`config.mk`:
```
export PLATFORM = sky130hd
export DESIGN_NAME = fft_frame_sequencer
export DESIGN_NICKNAME = d
export VERILOG_FILES = /design/src/rtl/fft_pkg.sv /design/src/rtl/fft_out_skid.sv /design/src/rtl/fft_frame_sequencer.sv
export SDC_FILE = /design/constraint.sdc
export NUM_CORES = 1
export LEC_CHECK = 0
export CORE_UTILIZATION = 47
export CTS_CLUSTER_SIZE = 12
export DETAILED_ROUTE_END_ITERATION = 8
export PLACE_DENSITY_LB_ADDON = 0.25
export SLEW_MARGIN = 10
export SYNTH_ARGS = -nofsm -noshare
export SYNTH_HDL_FRONTEND = slang
export SYNTH_SLANG_ARGS = --single-unit
export TNS_END_PERCENT = 10
```
`constraint.sdc`:
```
create_clock -name clk -period 2.6 [get_ports clk]
set_input_delay 0.52 -clock clk [delete_from_list [all_inputs] [get_ports clk]]
set_output_delay 0.52 -clock clk [all_outputs]
set_load 0.05 [all_outputs]
```
`src/rtl/fft_pkg.sv`:
```
// Shared types and helpers for the ping-pong FFT engine and its frame sequencer.
package fft_pkg;

    localparam int DEFAULT_DATA_WIDTH = 16;
    localparam int MAX_LOG2N          = 16;

    typedef struct packed {
        logic signed [DEFAULT_DATA_WIDTH-1:0] re;
        logic signed [DEFAULT_DATA_WIDTH-1:0] im;
    } complex_t;

    typedef struct packed {
        logic [4:0]  stage;
        logic [15:0] half_span;
        logic [15:0] twiddle_step;
    } stage_info_t;

    // Reverses the low 'width' bits of value; bits above width come back zero.
    function automatic logic [MAX_LOG2N-1:0] bitrev(input logic [MAX_LOG2N-1:0] value,
                                                     input int width);
        logic [MAX_LOG2N-1:0] r;
        r = '0;
        for (int i = 0; i < MAX_LOG2N; i++) begin
            if (i < width) r[4'(i)] = value[4'(width - 1 - i)];
        end
        return r;
    endfunction

    // Each radix-2 stage swaps banks, so the result lands in bank (LOG2N % 2).
    function automatic logic result_bank(input int log2n);
        return log2n[0];
    endfunction

endpackage

```
`src/rtl/fft_out_skid.sv`:
```
// Two-entry valid/ready output buffer with fall-through when empty, so read data
// reaches the output in the same cycle it returns from the bank RAM.
module fft_out_skid #(
    parameter int WIDTH = 8
) (
    input  logic             clk,
    input  logic             rst_n,
    input  logic             in_valid,
    input  logic [WIDTH-1:0] in_data,
    output logic             out_valid,
    input  logic             out_ready,
    output logic [WIDTH-1:0] out_data,
    output logic [1:0]       count
);

    logic [WIDTH-1:0] entry [2];
    logic             wr_ptr;
    logic             rd_ptr;
    logic             empty;
    logic             bypass;
    logic             push;
    logic             pop;

    assign empty     = (count == 2'd0);
    assign bypass    = in_valid && empty && out_ready;
    assign push      = in_valid && !bypass;
    assign pop       = out_ready && !empty;
    assign out_valid = !empty || in_valid;
    assign out_data  = empty ? in_data : entry[rd_ptr];

    // NOTE: sequential state uses non-blocking assignments so every flop samples pre-edge values.
    always_ff @(posedge clk) begin
        if (!rst_n) begin
            wr_ptr <= 1'b0;
            rd_ptr <= 1'b0;
            count  <= 2'd0;
        end else begin
            if (push) wr_ptr <= ~wr_ptr;
            if (pop)  rd_ptr <= ~rd_ptr;
            count <= count + 2'(push) - 2'(pop);
        end
    end

    // NOTE: payload storage is deliberately not reset; count alone decides what is valid.
    always_ff @(posedge clk) begin
        if (push) entry[wr_ptr] <= in_data;
    end

endmodule

```
`src/rtl/fft_frame_sequencer.sv`:
```
// Frame controller: loads a frame bit-reversed into bank 0, kicks the FFT engine,
// then streams the result bank out in natural order, with a run watchdog.
module fft_frame_sequencer
    import fft_pkg::*;
#(
    parameter int N          = 8,
    parameter int DATA_WIDTH = 16,
    parameter int TIMEOUT    = 4 * N * $clog2(N)
) (
    input  logic                      clk,
    input  logic                      rst_n,
    input  logic                      in_valid,
    output logic                      in_ready,
    input  logic [2*DATA_WIDTH-1:0]   in_data,
    output logic                      out_valid,
    input  logic                      out_ready,
    output logic [2*DATA_WIDTH-1:0]   out_data,
    output logic                      out_last,
    output logic [$clog2(N)-1:0]      out_index,
    output logic                      fft_start,
    input  logic                      fft_finish,
    output logic                      mem_own,
    output logic                      mem_bank,
    output logic [$clog2(N)-1:0]      mem_addr,
    output logic                      mem_we,
    output logic [2*DATA_WIDTH-1:0]   mem_wdata,
    input  logic [2*DATA_WIDTH-1:0]   mem_rdata,
    output logic                      busy,
    output logic                      frame_done,
    output logic                      error
);

    localparam int   LOG2N       = $clog2(N);
    localparam int   SW          = 2 * DATA_WIDTH;
    localparam int   WD_W        = $clog2(TIMEOUT + 1);
    localparam int   SKID_W      = SW + LOG2N + 1;
    localparam logic RESULT_BANK = result_bank(LOG2N);

    localparam logic [1:0] S_LOAD  = 2'd0;
    localparam logic [1:0] S_START = 2'd1;
    localparam logic [1:0] S_RUN   = 2'd2;
    localparam logic [1:0] S_DRAIN = 2'd3;

    logic [1:0]       state;
    logic             live;
    logic [LOG2N-1:0] load_cnt;
    logic [LOG2N:0]   rd_cnt;
    logic [WD_W-1:0]  wd_cnt;
    logic             rd_pend;
    logic [LOG2N-1:0] rd_pend_idx;
    logic             rd_issue;
    logic             in_fire;
    logic             out_fire;
    logic [1:0]       skid_count;
    logic [SKID_W-1:0] skid_in;
    logic [SKID_W-1:0] skid_out;

    // 'live' keeps in_ready and the port mux quiet for the whole reset cycle.
    assign in_ready   = live && (state == S_LOAD);
    assign in_fire    = in_ready && in_valid;
    assign out_fire   = out_valid && out_ready;
    assign fft_start  = (state == S_START);
    assign busy       = (state == S_START) || (state == S_RUN);
    assign frame_done = out_fire && out_last;

    // Skid occupancy plus the read returning this cycle never exceeds two entries.
    assign rd_issue = (state == S_DRAIN) && !rd_cnt[LOG2N]
                      && ((skid_count + {1'b0, rd_pend}) < 2'd2);

    always_ff @(posedge clk) begin
        if (!rst_n) begin
            state       <= S_LOAD;
            live        <= 1'b0;
            load_cnt    <= '0;
            rd_cnt      <= '0;
            wd_cnt      <= '0;
            rd_pend     <= 1'b0;
            rd_pend_idx <= '0;
            error       <= 1'b0;
        end else begin
            live    <= 1'b1;
            rd_pend <= rd_issue;
            if (rd_issue) begin
                rd_pend_idx <= rd_cnt[LOG2N-1:0];
                rd_cnt      <= rd_cnt + 1'b1;
            end
            case (state)
                S_LOAD: begin
                    if (in_fire) begin
                        load_cnt <= load_cnt + 1'b1;
                        if (load_cnt == LOG2N'(N - 1)) state <= S_START;
                    end
                end
                S_START: begin
                    wd_cnt <= '0;
                    state  <= S_RUN;
                end
                S_RUN: begin
                    if (fft_finish) begin
                        wd_cnt <= '0;
                        rd_cnt <= '0;
                        state  <= S_DRAIN;
                    end else if (wd_cnt == WD_W'(TIMEOUT - 1)) begin
                        error    <= 1'b1;
                        wd_cnt   <= '0;
                        load_cnt <= '0;
                        rd_cnt   <= '0;
                        state    <= S_LOAD;
                    end else begin
                        wd_cnt <= wd_cnt + 1'b1;
                    end
                end
                S_DRAIN: begin
                    if (frame_done) begin
                        load_cnt <= '0;
                        rd_cnt   <= '0;
                        state    <= S_LOAD;
                    end
                end
                default: state <= S_LOAD;
            endcase
        end
    end

    // NOTE: every output of this always_comb gets a default first so no latch is inferred.
    always_comb begin
        mem_own   = 1'b0;
        mem_bank  = 1'b0;
        mem_addr  = '0;
        mem_we    = 1'b0;
        mem_wdata = '0;
        case (state)
            S_LOAD: begin
                if (live) begin
                    mem_own   = 1'b1;
                    mem_addr  = LOG2N'(bitrev(MAX_LOG2N'(load_cnt), LOG2N));
                    mem_we    = in_valid;
                    mem_wdata = in_data;
                end
            end
            S_DRAIN: begin
                mem_own  = 1'b1;
                mem_bank = RESULT_BANK;
                mem_addr = rd_cnt[LOG2N-1:0];
            end
            default: ;
        endcase
    end

    assign skid_in = rd_pend ? {(rd_pend_idx == LOG2N'(N - 1)), rd_pend_idx, mem_rdata}
                             : '0;

    fft_out_skid #(
        .WIDTH(SKID_W)
    ) u_skid (
        .clk       (clk),
        .rst_n     (rst_n),
        .in_valid  (rd_pend),
        .in_data   (skid_in),
        .out_valid (out_valid),
        .out_ready (out_ready),
        .out_data  (skid_out),
        .count     (skid_count)
    );

    assign {out_last, out_index, out_data} = skid_out;

endmodule

```
Word level (Yosys, flattened, before mapping):

Memory sizes are Yosys's and may differ from the RTL's. A register that Yosys moved wholly into a read port is not among the register bits.
Index checks and enable logic that the tools add are counted.

* memories: 1
* word-level logic and storage cells: 91
* register bits: 26
* bits in writable memories: 72
* input port bits: 69
* output and inout port bits: 80

Memories
* u_skid.entry: words 2, bits a word 36, read ports 1, clocked after Yosys merged registers in 1, wr ports 1, RTL line fft_out_skid.sv:16 `logic [WIDTH-1:0] entry [2];`

* multiplexer cells: 35
* add/subtract/negate cells: 6
* bitwise logic cells: 3
* order comparisons: 1
* eq/ne operators: 12
* reduce and logical (&&, ||, !) cells: 22

Operator list (number)
* 36-bit two-way mux: 2
* 32-bit two-way mux: 2
* 4-bit two-way mux: 4
* 3-bit two-way mux: 5
* 7-bit two-way mux: 2
* 7-bit case mux with 2 select lines: 1
* 1-bit logical AND: 10
* 2-bit two-way mux: 5
* 1-bit two-way mux: 9
* 3-bit case mux with 3 select lines: 1
* 2-bit case mux with 4 select lines: 1
* 4-bit case mux with 2 select lines: 1
* 7-bit by 1-bit adder with 7-bit output, second input constant: 1
* 7-bit equality test, second input constant: 1
* 3-bit equality test, second input constant: 2
* 2-bit != test, second input constant: 3
* 3-bit case mux with 2 select lines: 1
* 5-bit AND reduction: 1
* 2-bit by 1-bit adder with 2-bit output: 2
* 4-bit by 1-bit adder with 4-bit output, second input constant: 1
* 2-bit equality test, second input constant: 2
* 2-bit logical NOT: 2
* 2-bit by 1-bit != test with 1-bit output, second input constant: 2
* 4-bit AND reduction: 1
* 12 further kinds: 17

Logic depth before layout (Yosys ltp):

Gate-level depths: netlist of the first run.

* word-level depth: 7
* mapped depth: 9
* mapped depth without buffers: 8

Modules after synthesis:

A second synthesis of the first run with hierarchy kept.

* cell total of the unflattened synthesis: 430
* area, all modules: 4840.9 µm²

Modules (own cells, without submodules)
* fft_out_skid: times used 1, seq. area each 2262.2 µm², area an instance 3164.3 µm², cells an instance 219
* fft_frame_sequencer: times used 1, seq. area each 440.4 µm², area an instance 1676.6 µm², cells an instance 211

Least setup slack after synthesis of the first run:

No wires, ideal clock.

* path kind: reg-to-output
* from: register state[0]
* to: output port mem_addr[0]
* path buffers: 2
* cell stages (with the launch flop): 8
* data arrival time: 2.241 ns
* required time: 2.080 ns
* slack: -0.161 ns
* cell sequence: dfxtp_1 inv_1 ha_1 clkbuf_1 and2_1 clkbuf_1 a22oi_1 nor2_1

* longest elaborated chain between the ends: 2
* elaborated cells on any way between the ends: 3
* those cells by class: 1 x eq/ne; 1 x mux; 1 x reduce/logical

RTL lines
* start, declared: RTL line fft_frame_sequencer.sv:44 `logic [1:0] state;`
* start signal, assigned: RTL line fft_frame_sequencer.sv:72 `state <= S_LOAD;`
* start signal, assigned: RTL line fft_frame_sequencer.sv:91 `if (load_cnt == LOG2N'(N - 1)) state <= S_START;`
* start signal, assigned: RTL line fft_frame_sequencer.sv:96 `state <= S_RUN;`
* 2-bit equality test or 2-bit logical NOT (tied branches): RTL line fft_frame_sequencer.sv:132 `case (state)`
* 3-bit case mux with 2 select lines (*): RTL line fft_frame_sequencer.sv:132
* end, declared: RTL line fft_frame_sequencer.sv:24 `output logic [$clog2(N)-1:0] mem_addr,`

Mark *: on every way between the ends. The rest lies on a longest branch, timed or not.

Final worst setup path of the first run:

* from: register u_skid.count[0]
* to: output port frame_done

* longest elaborated chain between the ends: 5
* elaborated cells on any way between the ends: 6
* those cells by class: 1 x mux; 5 x reduce/logical

RTL lines
* start, declared: RTL line fft_out_skid.sv:13 `output logic [1:0] count`
* start signal, assigned: RTL line fft_out_skid.sv:40 `count <= count + 2'(push) - 2'(pop);`
* 2-bit logical NOT (*): RTL line fft_out_skid.sv:24 `assign empty = (count == 2'd0);`
* 1-bit logical NOT: RTL line fft_out_skid.sv:28 `assign out_valid = !empty || in_valid;`
* 1-bit logical OR: RTL line fft_out_skid.sv:28
* 1-bit logical AND: RTL line fft_frame_sequencer.sv:61 `assign out_fire = out_valid && out_ready;`
* 1-bit logical AND (*): RTL line fft_frame_sequencer.sv:64 `assign frame_done = out_fire && out_last;`
* end, declared: RTL line fft_frame_sequencer.sv:29 `output logic frame_done,`

Marks and branches as above.

==> results of run 1 <==
metal layers:
layer,share of wire (%),wire [µm],vias up,global-route usage (%)
met2,52,6020,129,39.9
met1,41,4670,1795,24.6
met4,1.1,131,0,6.94
met3,6.0,696,10,6.04
li1,-,-,1830,-
met5,0,0,-,0
layout by cell type (no fill, tap or decap), types with 15 or more instances in the layout:
| master | n |
|---|---|
| sky130_fd_sc_hd__and2_1 | 41 |
| sky130_fd_sc_hd__and3_1 | 38 |
| sky130_fd_sc_hd__buf_12 | 77 |
| sky130_fd_sc_hd__buf_4 | 17 |
| sky130_fd_sc_hd__clkdlybuf4s50_1 | 71 |
| sky130_fd_sc_hd__dfxtp_1 | 26 |
| sky130_fd_sc_hd__edfxtp_1 | 72 |
| sky130_fd_sc_hd__mux2i_1 | 41 |
| sky130_fd_sc_hd__nand2_1 | 42 |
| sky130_fd_sc_hd__nor2_1 | 15 |
| sky130_fd_sc_hd__o21ai_0 | 37 |
worst reg2reg max path, cell delays in order (launching register included):
cell	delay (ps)
sky130_fd_sc_hd__dfxtp_1	520
sky130_fd_sc_hd__nor2_4	160
sky130_fd_sc_hd__buf_12	200
sky130_fd_sc_hd__a21boi_2	250
sky130_fd_sc_hd__and2_2	190
sky130_fd_sc_hd__buf_4	320
logic make-up after synthesis:
group / after synthesis
AND/OR/NAND/NOR: 165
flip-flops: 99
AO/OA/AOI/OAI: 65
multiplexers: 42
buffers and inverters: 39
adder cells (fa/ha/maj): 10
XOR/XNOR: 9
how the worst max path moves through the flow:
stage | slack [ps] | end | depth (start not counted)
2_1_floorplan | -160 | mem_addr[1] | 7
6_report | 140 | frame_done | 4
3_5_place_dp | 340 | u_skid.count[1]$_SDFF_PN0_ | 9
3_3_place_gp | 400 | u_skid.count[1]$_SDFF_PN0_ | 9
4_1_cts | 120 | frame_done | 4
5_1_grt | 40 | out_data[8] | 4
layout make-up:
cell class / instances / share of cell area (%)
inverter: 11 / 0.551
multi-input combinational: 291 / 26.6
timing repair buffer: 165 / 31.8
tap: 133 / 2.22
sequential: 99 / 36.1
clock buffer: 10 / 1.70
clock inverter: 6 / 1.07
sequential cells by signal (all words and copies together) (netlist names), named ones only:
signal and flops:
error 1, live 1, load_cnt 3, rd_cnt 4, rd_pend 1, rd_pend_idx 3
state 2, u_skid.count 2, u_skid.entry 72, u_skid.rd_ptr 1, u_skid.wr_ptr 1, wd_cnt 7
through the flow:
stage / util (%) / instance area, µm² / hold WS [ps] / cells / TNS, ps
after global routing: 75.6 / 7490 / 511 / 715 / 0
after detailed placement: 73.5 / 7290 / 458 / 699 / 0
after floorplan: - / 4860 / 435 / 429 / -514
after CTS: 75.6 / 7490 / 479 / 715 / 0
after global placement: 73.5 / 7290 / 450 / 699 / 0
final: 75.6 / 7490 / 481 / 715 / 0
where the power goes:
group	switching, mW	internal, mW	total, mW
registers	0.0279	1.68	1.71
logic	0.465	0.422	0.888
clock network	0.487	0.535	1.02
==> reports/results.ini, run 1 <==
[run_status]
status = finished clean

[floorplan]
die_width_um = 104
top_level_pins = 149
die_h_um = 104
placement_rows = 36
core_ar_um2 = 9910
die-area_um2 = 10700
floorplan.initialDensity_pct = 49.0

[critical_path]
worst_setup_path_end_kind = primary output
setup.reg_to_reg.worst_slack_ps = 630
worstPathRequired_ps = 2080
worst-path-max-fanout = 17
worstRegToRegCells = 5
worstSetupStartpoint = u_skid.count[0]$_SDFF_PN0_
critical_path.top_delay_family = simple AND/OR/NAND/NOR gates
worstPathBufferInverterCount = 1
critPathMaxStageDelay_ps = 400
critical_path.cell_chain = nor2_4 -> mux2i_1 -> and3_1 -> buf_12
rr_startpoint = u_skid.count[1]$_SDFF_PN0_
crit_type = reg2out
timing.critical_path.arrival_ps = 1940
type_of_element_launching_the_critical_path = flop
crit_slowest_cell = sky130_fd_sc_hd__dfxtp_1
reg2reg_capture_point = u_skid.entry[1][27]$_DFFE_PP_

[placement]
buffer_ports.inserted = 148
post_place_setup_slack_ps = 345
gp_routability_congestion = 0.820
dp.final_hpwl_um = 8760

[clock_tree]
worst_skew_pair.late_latency_ps = 350
clock_sinks = 99
post_cts.repair.setup_buffers = 0
cts.hold.buffers_added = 0
cts_root_buf = sky130_fd_sc_hd__clkbuf_8
clkTransAtPathRegs_ps = 90
cts_tree = yes
deepest_level_of_the_cts_h_tree = 3
numCtsBuffers = 9
cts.repair.resized = 0
clk_path_buf_depth = 2

[yosys]
post_synth_and_or_nand_nor_area_fraction_pct = 18.9
synth_xor_xnor_area_share_pct = 1.62
synth_most_common_cell = sky130_fd_sc_hd__edfxtp_1
ys_seq_area_share_pct = 55.6
synth_enable_flop_cells = 72
synth.area.mux_share_pct = 8.73
yosys_warnings = 0
asyncSetResetFlopFracSynth_pct = 0
synthDistinctLibCells = 50
synth_top_family_by_area = simple AND/OR/NAND/NOR gates
netlist.top_cell.by_area = sky130_fd_sc_hd__edfxtp_1
synthesis.nets = 508
syn-cell-area_um2 = 4860
synth-seq-cells = 99
share_of_the_synthesized_area_in_compound_gates_ao_oa_aoi_oai_pct = 9.02
synth_top_area_share_pct = 44.5
adder_cell_fraction_of_synth_area_pct = 2.58
synth_commonest_cells = sky130_fd_sc_hd__edfxtp_1, sky130_fd_sc_hd__and2_1, sky130_fd_sc_hd__nand2_1
ys_top_cells_by_area = sky130_fd_sc_hd__edfxtp_1, sky130_fd_sc_hd__dfxtp_1, sky130_fd_sc_hd__mux2i_1
synthesis.area_per_instance_um2 = 11.3
post_synth_inst_count = 429
dominantRegCellSynth = sky130_fd_sc_hd__edfxtp_1

[worst_hold_path]
timing.hold.worst.class = reg2reg
hp-start = rd_cnt[3]$_SDFF_PN0_
worst_hold_path_endpoint = rd_cnt[3]$_SDFF_PN0_
worst_hold_path.num_cells = 2

[sta]
setup_slack_ps = 138
worst_slew_pin_slew_ps = 692
report.final.slew_viol_count = 0
timing.final.setup_violations = 0
relSlewSlack_pct = 53.7
finalHoldViolCount = 0
clock-skew-final_ps = 8.16
rsz0062_at_grt = false
finalWorstPathRequiredPeriod_ps = 2460
fmax_mhz = 406
period_share_pct = 94.7

[route]
drt_pass1_iterations = 4
initialDrtViolationCount = 189
ant_nets = 0
drcViolationCount = 0
vias_per_cell = 5.26
detailroute.via_count = 3764
post_drt_wl_per_cell_um = 16.1
route.final.wire_length_um = 11500

[power]
max-vdd-ir-drop_mv = 0.267
total_power_mw = 3.62
power_leakage_nw = 2.91
power_density_nw_per_um2 = 483

[grt]
largest_net_degree_at_the_start_of_global_routing = 40
grt_pass1_wl_um = 18700
total_global_routing_track_utilization_pct = 21.9
grt_antenna_before_repair = 0
grt-ovfl-total = 0
via_count_of_the_first_global_routing_pass = 3924

[cells_and_area]
antennaDiodeCount = 0
layout.filler_cells = 630
area.growth.synth_to_final_pct = 54.3
final-seq-area_um2 = 2700
fin_nets = 656
multiInputGateArea_um2 = 1990
layout-drive-gt1-share_pct = 20.3

[run]
cap_viol_max_count = 0

No activity file was read; power rests on OpenSTA's default activity.
==> run 2: changes to the inputs <==
Settings changed: PLACE_DENSITY set to 0.8, PLACE_DENSITY_LB_ADDON 0.25 to unset, REMOVE_ABC_BUFFERS set to 1.
==> reports/results.ini, run 2 (synthesis results as in run 1) <==
[run_status]
status = finished clean

[worst_hold_path]
hp-start = error$_SDFFE_PN0P_
worst_hold_path_endpoint = error$_SDFFE_PN0P_
worst_hold_path.num_cells = 1
timing.hold.worst.class = reg2reg

[sta]
worst_slew_pin_slew_ps = 541
clock-skew-final_ps = 14.9
finalWorstPathRequiredPeriod_ps = 2470
hold-worst-slack_ps = 484
report.final.slew_viol_count = 0
relSlewSlack_pct = 63.6
period_share_pct = 94.8
rsz0062_at_grt = false
timing.final.setup_violations = 0
tns_ps = 0
fmax_mhz = 406
finalHoldViolCount = 0

[route]
post_drt_wl_per_cell_um = 15.9
detailroute.via_count = 3727
initialDrtViolationCount = 160
ant_nets = 0
vias_per_cell = 5.24
drcViolationCount = 0
drt_pass1_iterations = 4
route.final.wire_length_um = 11300

[cells_and_area]
final_core_utilization_pct = 75.5
most_common_library_cell_in_the_layout_ignoring_fill_and_taps = sky130_fd_sc_hd__buf_12
fin_nets = 652
antennaDiodeCount = 0
layout-drive-gt1-share_pct = 20.2
most_flops_register = u_skid.entry
largest_register_ffs = 72
reg.largest.list = u_skid.entry (72), wd_cnt (7), rd_cnt (4)
area.growth.synth_to_final_pct = 54.1
layout.cells.most_common_list = sky130_fd_sc_hd__buf_12, sky130_fd_sc_hd__edfxtp_1, sky130_fd_sc_hd__clkdlybuf4s50_1, sky130_fd_sc_hd__nand2_1

[power]
power_density_nw_per_um2 = 481
power_leakage_nw = 2.89
max-vdd-ir-drop_mv = 0.246

[clock_tree]
cts_tree = yes
clock_sinks = 99
deepest_level_of_the_cts_h_tree = 3
clkTransAtPathRegs_ps = 90
cts_root_buf = sky130_fd_sc_hd__clkbuf_8
worst_skew_pair.late_latency_ps = 360
numCtsBuffers = 9
clk_path_buf_depth = 2

[critical_path]
worstPathBufferInverterCount = 2
reg2reg_capture_point = u_skid.entry[0][24]$_DFFE_PP_
worst_setup_path_end_kind = primary output
worstRegToRegCells = 5
setup.reg_to_reg.worst_slack_ps = 630
worst-path-max-fanout = 7
worstPathRequired_ps = 2080
crit_path_cell_count = 6
critical_path.cell_chain = inv_1 -> ha_1 -> and2_1 -> a22oi_1 -> nor2_1 -> buf_12
timing.critical_path.arrival_ps = 1950
rr_startpoint = u_skid.count[0]$_SDFF_PN0_
crit_slowest_cell = sky130_fd_sc_hd__dfxtp_1
type_of_element_launching_the_critical_path = flop
crit_type = reg2out
critical_path.top_delay_family = simple AND/OR/NAND/NOR gates
critPathMaxStageDelay_ps = 360

[grt]
via_count_of_the_first_global_routing_pass = 3854
total_global_routing_track_utilization_pct = 21.7
grt_antenna_before_repair = 0
grt-ovfl-total = 0
grt_pass1_wl_um = 18500
largest_net_degree_at_the_start_of_global_routing = 56

[floorplan]
core_ar_um2 = 9910
die_h_um = 104
die_width_um = 104
placement_rows = 36
floorplan.initialDensity_pct = 49.0
die-area_um2 = 10700
top_level_pins = 149

[placement]
dp.final_hpwl_um = 8520
buffer_ports.inserted = 148
gp_routability_congestion = 0.808

[run]
cap_viol_max_count = 0

-- run 2: cell types whose count changed in the layout (fill, tap and decap cells not counted), sizes merged --
cell / delta
buf: -4
clkbuf: +2
clkinv: -2
bufinv: -1
inv: +1
-- run 2: metrics by stage --
stage | instance area (µm²) | setup WS [ps] | instances | total power, mW
6_report | 7480 | 135 | 711 | 3.60
5_1_grt | 7480 | 0.897 | 711 | 3.72
4_1_cts | 7480 | 63.9 | 711 | 3.62
3_5_place_dp | 7270 | 378 | 695 | 2.62
3_3_place_gp | 7270 | 405 | 695 | 2.61
2_1_floorplan | 4730 | -1120 | 401 | 2.17
-- run 2: worst reg2reg max path, cell delays in order (launching register included) --
cell and delay [ps]:
sky130_fd_sc_hd__dfxtp_1 520, sky130_fd_sc_hd__nor2_4 90, sky130_fd_sc_hd__buf_4 290, sky130_fd_sc_hd__a21boi_2 290
sky130_fd_sc_hd__and2b_2 240, sky130_fd_sc_hd__buf_12 230
-- run 2: how the worst max path moves through the flow --
stage / startpoint / endpoint / slack (ps)
2_1_floorplan: u_skid.count[0]$_SDFF_PN0_ / frame_done / -1120
3_3_place_gp: out_ready / u_skid.count[1]$_SDFF_PN0_ / 400
3_5_place_dp: out_ready / u_skid.count[1]$_SDFF_PN0_ / 380
4_1_cts: flop / out_data[25] / 60
5_1_grt: state[1]$_SDFFE_PN0P_ / mem_addr[0] / 0.9
6_report: state[1]$_SDFFE_PN0P_ / mem_addr[2] / 130
-- run 2: timing repair --
action | CTS | global route
setup endpoints to repair | 0 | 2
gates resized for setup | 0 | 2
buffers inserted | 0 | 0
hold buffers | 0 | 0
-- run 2: metal layers --
layer	routed length, µm	global-route usage [%]	vias to the layer above
met5	0	0	-
li1	-	-	1827
met3	735	4.97	12
met1	4520	24.3	1745
met4	151	8.16	0
met2	5920	40.1	143
-- run 2: where the power goes --
group / internal (mW) / switching [mW] / total [mW]
combinational: 0.409 / 0.456 / 0.865
clock: 0.511 / 0.514 / 1.03
sequential: 1.68 / 0.0296 / 1.71
total: 2.60 / 1.00 / 3.60
-- run 2: cell type report --
| type | instances | area (µm²) |
|---|---|---|
| multi-input combinational | 291 | 1990 |
| fill | 628 | 2420 |
| timing repair buffer | 161 | 2370 |
| tap | 133 | 166 |
| clock buffer | 12 | 156 |
| sequential | 99 | 2710 |
| clock inverter | 4 | 56.3 |
| inverter | 11 | 41.3 |
